**src/rtl/network_seq.sv**
```systemverilog
// rtl/network_seq.sv - time-multiplexed fixed-point network, M layers of N neurons on one shared MAC
// Define NETWORK_SEQ_RELU_EN for ReLU on hidden layers; the last layer is always linear.
module network_seq #(
    parameter int N    = 4,
    parameter int M    = 4,
    parameter int W    = 16,
    parameter int FRAC = 8
) (
    input  logic                 clk,
    input  logic                 rst,
    input  logic                 start,
    input  logic [N*W-1:0]       x,
    input  logic [M*N*N*W-1:0]   w,
    input  logic [M*N*W-1:0]     b,
    output logic [N*W-1:0]       y,
    output logic                 busy,
    output logic                 done
);
    localparam int NW = $clog2(N);
    localparam int LW = (M > 1) ? $clog2(M) : 1;
    localparam int AW = 2*W + $clog2(N);
    localparam logic [NW-1:0] LAST_K = NW'(N-1);
    localparam logic [LW-1:0] LAST_L = LW'(M-1);

    typedef enum logic [1:0] {IDLE, MAC, FIN, DONE} state_t;

    state_t                state;
    logic [NW-1:0]         j, k;
    logic [LW-1:0]         l;
    logic                  cur;
    logic [N*W-1:0]        act [2];
    logic signed [AW-1:0]  acc;

    logic [W-1:0]          w_sel, a_sel, b_sel;
    logic signed [2*W-1:0] w_ext, a_ext, prod;
    logic signed [AW-1:0]  acc_sh;
    logic signed [AW:0]    sum;
    logic [W-1:0]          r;
    logic [N*W-1:0]        nxt;

    always_comb begin
        w_sel  = w[((int'(l)*N + int'(j))*N + int'(k))*W +: W];
        a_sel  = act[cur][int'(k)*W +: W];
        b_sel  = b[(int'(l)*N + int'(j))*W +: W];
        w_ext  = {{W{w_sel[W-1]}}, w_sel};
        a_ext  = {{W{a_sel[W-1]}}, a_sel};
        prod   = w_ext * a_ext;
        acc_sh = acc >>> FRAC;
        // one guard bit above the shifted accumulator so the bias add cannot wrap before saturation
        sum    = {acc_sh[AW-1], acc_sh} + {{(AW+1-W){b_sel[W-1]}}, b_sel};
        if (sum[AW:W-1] == '0 || sum[AW:W-1] == '1)
            r = sum[W-1:0];
        else if (sum[AW])
            r = {1'b1, {(W-1){1'b0}}};
        else
            r = {1'b0, {(W-1){1'b1}}};
`ifdef NETWORK_SEQ_RELU_EN
        if (l != LAST_L && r[W-1])
            r = '0;
`else
`endif
        nxt = act[~cur];
        nxt[int'(j)*W +: W] = r;
    end

    always_ff @(posedge clk) begin
        if (rst) begin
            state  <= IDLE;
            y      <= '0;
            busy   <= 1'b0;
            done   <= 1'b0;
            act[0] <= '0;
            act[1] <= '0;
            acc    <= '0;
            l      <= '0;
            j      <= '0;
            k      <= '0;
            cur    <= 1'b0;
        end else begin
            done <= 1'b0;
            case (state)
                IDLE: begin
                    if (start) begin
                        act[0] <= x;
                        cur    <= 1'b0;
                        l      <= '0;
                        j      <= '0;
                        k      <= '0;
                        acc    <= '0;
                        busy   <= 1'b1;
                        state  <= MAC;
                    end
                end
                MAC: begin
                    acc <= acc + {{(AW-2*W){prod[2*W-1]}}, prod};
                    if (k == LAST_K) begin
                        k     <= '0;
                        state <= FIN;
                    end else begin
                        k <= k + 1'b1;
                    end
                end
                FIN: begin
                    act[~cur] <= nxt;
                    acc       <= '0;
                    k         <= '0;
                    if (j != LAST_K) begin
                        j     <= j + 1'b1;
                        state <= MAC;
                    end else if (l != LAST_L) begin
                        cur   <= ~cur;
                        l     <= l + 1'b1;
                        j     <= '0;
                        state <= MAC;
                    end else begin
                        y     <= nxt;
                        done  <= 1'b1;
                        state <= DONE;
                    end
                end
                DONE: begin
                    busy  <= 1'b0;
                    state <= IDLE;
                end
                default: state <= IDLE;
            endcase
        end
    end
endmodule

```
**config.mk**
```make
export PLATFORM = sky130hd
export DESIGN_NAME = network_seq
export DESIGN_NICKNAME = d
export VERILOG_FILES = /design/src/rtl/network_seq.sv
export SDC_FILE = /design/constraint.sdc
export NUM_CORES = 2
export LEC_CHECK = 0
export CORE_AREA = 2 2 550 552
export CTS_CLUSTER_SIZE = 10
export DETAILED_ROUTE_END_ITERATION = 6
export DIE_AREA = 0 0 552 554
export GPL_TIMING_DRIVEN = 0
export MAX_ROUTING_LAYER = met4
export PLACE_DENSITY = 0.3
export SYNTH_ARGS = -nofsm -noshare
export SYNTH_HDL_FRONTEND = slang
export SYNTH_SLANG_ARGS = --single-unit
export TNS_END_PERCENT = 10
```
**constraint.sdc**
```tcl
create_clock -name clk -period 12.7 [get_ports clk]
set_input_delay 2.54 -clock clk [delete_from_list [all_inputs] [get_ports clk]]
set_output_delay 2.54 -clock clk [all_outputs]
set_load 0.005 [all_outputs]
```
==> reports/metrics.cfg <==
[drt]
drtIter0Drc=2277
dr.pass1.iters=5
drc=0
vias=34835
post_drt_wl_per_cell_um=36.3
postRouteAntennaNets=0
viasPerCell=3.98
wirelength_um=317000

[place]
dpl-instance-area_um2=54600
place_inst=8531
gp_congestion=0.961
dp_hpwl_um=284000
port_buffers=1412

[floorplan]
ios=1413
coreArea_um2=299000
core.rowCount=201
dieArea_um2=306000
dieHeight_um=554
die_w_um=552
start_util_pct=11.5

[sta]
final_max_slew_viol_count=0
skew_ps=33.4
hold_viol=0
max_freq_mhz=80.1
min_period_ps=12480
relSlewSlack_pct=4.59
fin_crit_sh_pct=98.3
tightest_slew_ps=1430
grt_setup_unrepaired=true
setup_viol=0
tns_ps=0

[finish]
nets=6377
fin_area_um2=56600
final_layout_size_suffix_gt1_share_pct=18.2
seqCellArea_um2=6050
layout.cells.non_filler=8751
fillers=33031
areaGrowthSynthToFinish_pct=64.1
multi_input_area_um2=26500

[pwr]
power.leakage_nw=20.1
p_per_area_nw_per_um2=245
p_total_w=0.0139
max-vdd-ir-drop_mv=0.438

[clock_network]
cts_made_buffers=35
cts_tree=built
clk_latency_ps=570
cts-root-buf=clkbuf_16
clkTransAtPathRegs_ps=50
cts.sinks=238
htreeDepth=2
clk_path_buf_depth=3

[run]
max_cap_viol_count=0

[synthesis]
synth_seq_cells=238
ys.flop_type=edfxtp_1
syn_area_um2=34500
ys_seq_area_share_pct=17.5
synth_area_leader_cell=mux4_2
yosys-top-cells-count=mux4_2 (438), inv_1 (317), fa_1 (264), nor2_1 (199), a31oi_1 (184)
syn_area_per_cell_um2=11.1
async_flop_share_pct=0
yosys_warnings=0
synth_top_area_share_pct=28.6
ys_top_cells_by_area=mux4_2 (29%), fa_1 (15%), edfxtp_1 (11%), dfxtp_1 (6.4%), ha_1 (5.4%)
synthesis.nets=4874
yosysMostFrequentCell=mux4_2
synth_enable_flop_cells=128
syn_inst=3113
synth.distinct_cells=78

[hold_path]
hold_class=flop to flop

[critical_path]
r2r_slack_ps=390
path_delay_family=adder cells
required_ps=13130
slowest_stage=mux4_2
arrival_ps=12910
crit_path_end_kind=flop
crit_top_cell=fa_1
crit_fanout=13
crit_type=input pin to flop
max_stage_delay_ps=830
critPathLaunchType=input pin
path_buf_inv=4

[outcome]
outcome=finished clean

[global_route]
grt_usage_pct=20.8
grt_pass1_vias=37252
grt_max_degree=37
antenna_found_initial=133
grt_pass1_wl_um=401000
gr-total-overflow=0

## per-stage QoR
| stage | setup WS [ps] | hold slack (ps) | util (%) |
|---|---|---|---|
| after floorplan | 1290 | 446 | - |
| after global placement | -5170 | 474 | 17.9 |
| after detailed placement | -2130 | 478 | 18.3 |
| after CTS | 4.53 | 486 | 18.7 |
| after global routing | -133 | 498 | 18.9 |
| final | 216 | 478 | 18.9 |
## where the power goes
group          internal (W)  switching [W]
clock              0.000616       0.000404
combinational       0.00505        0.00691
sequential         0.000871      0.0000388
## flip-flops by register name, summed over array words and instances (netlist names), named ones only
name / flops
act: 128
y: 64
acc: 34
j: 2
k: 2
l: 2
state: 2
busy: 1
cur: 1
done: 1
## worst register-to-register path, delay by kind of cell, from the launching register on
family / cells / cell delay [ps]
muxes: 2 / 390
buffers and inverters: 13 / 4190
DFF: 1 / 550
xor gates and xnor gates: 2 / 500
and+or+nand+nor: 3 / 370
adders and majority gates: 8 / 3770
AOI/OAI and AO/OA: 13 / 2420
## cell families after synthesis
logic type,synth area share (%)
DFF,17.5
adders and majority gates,20.8
muxes,31.6
xor gates and xnor gates,1.96
AOI/OAI and AO/OA,11.5
buffers and inverters,6.45
and+or+nand+nor,10.2
## routing by layer
metal / GRT usage [%] / share of wire (%) / wire length, µm / up-vias
met4: 7.21 / 4.2 / 13400 / 0
met5: - / 0 / 0 / -
met3: 5.13 / 7.2 / 22800 / 243
li1: - / - / - / 14831
met1: 23.9 / 40 / 126000 / 18266
met2: 34.9 / 49 / 155000 / 1495
## cell usage in the layout (no fill, tap or decap), types with 75 or more instances in the layout
cell	synthesis	layout
o21ai_0	105	94
dfxtp_1	110	110
diode_2	0	151
a31oi_1	184	184
fa_1	264	264
mux2i_1	86	76
nor2_1	199	199
edfxtp_1	128	128
a21oi_1	80	75
clkbuf_1	156	119
mux4_2	438	438
nand2_1	120	120
ha_1	150	146
inv_1	317	317
clkdlybuf4s50_1	0	1410
## path summary, 6_finish.rpt
check	from	end	cells after the start
worst min-delay path	acc[33]	acc[33]	1
worst max-delay path	w[515]	acc[33]	37
worst min register to register	acc[33]	acc[33]	1
worst max register to register	k[1]	acc[33]	41
## area by class of cell
type / count / share of cell area (%)
diodes: 151 / 0.668
plain buffers: 232 / 2.09
clock buffers: 56 / 1.88
multi-input cells: 2323 / 46.9
clock inverters: 7 / 0.190
repair buffers: 1468 / 26.7
inverters: 318 / 2.11
flip-flops and latches: 238 / 10.7
well taps: 3958 / 8.75
## what timing repair did
| action | 4_1_cts | 5_1_grt |
|---|---|---|
| setup endpoints to repair | 17 | 10 |
| hold buffers | 0 | 0 |
| pin swaps | 1 | 5 |
| setup buffers | 1 | 7 |
| cloned | 0 | 0 |
| gates resized for setup | 67 | 38 |
Note: power is estimated with default switching activity, not from simulation.
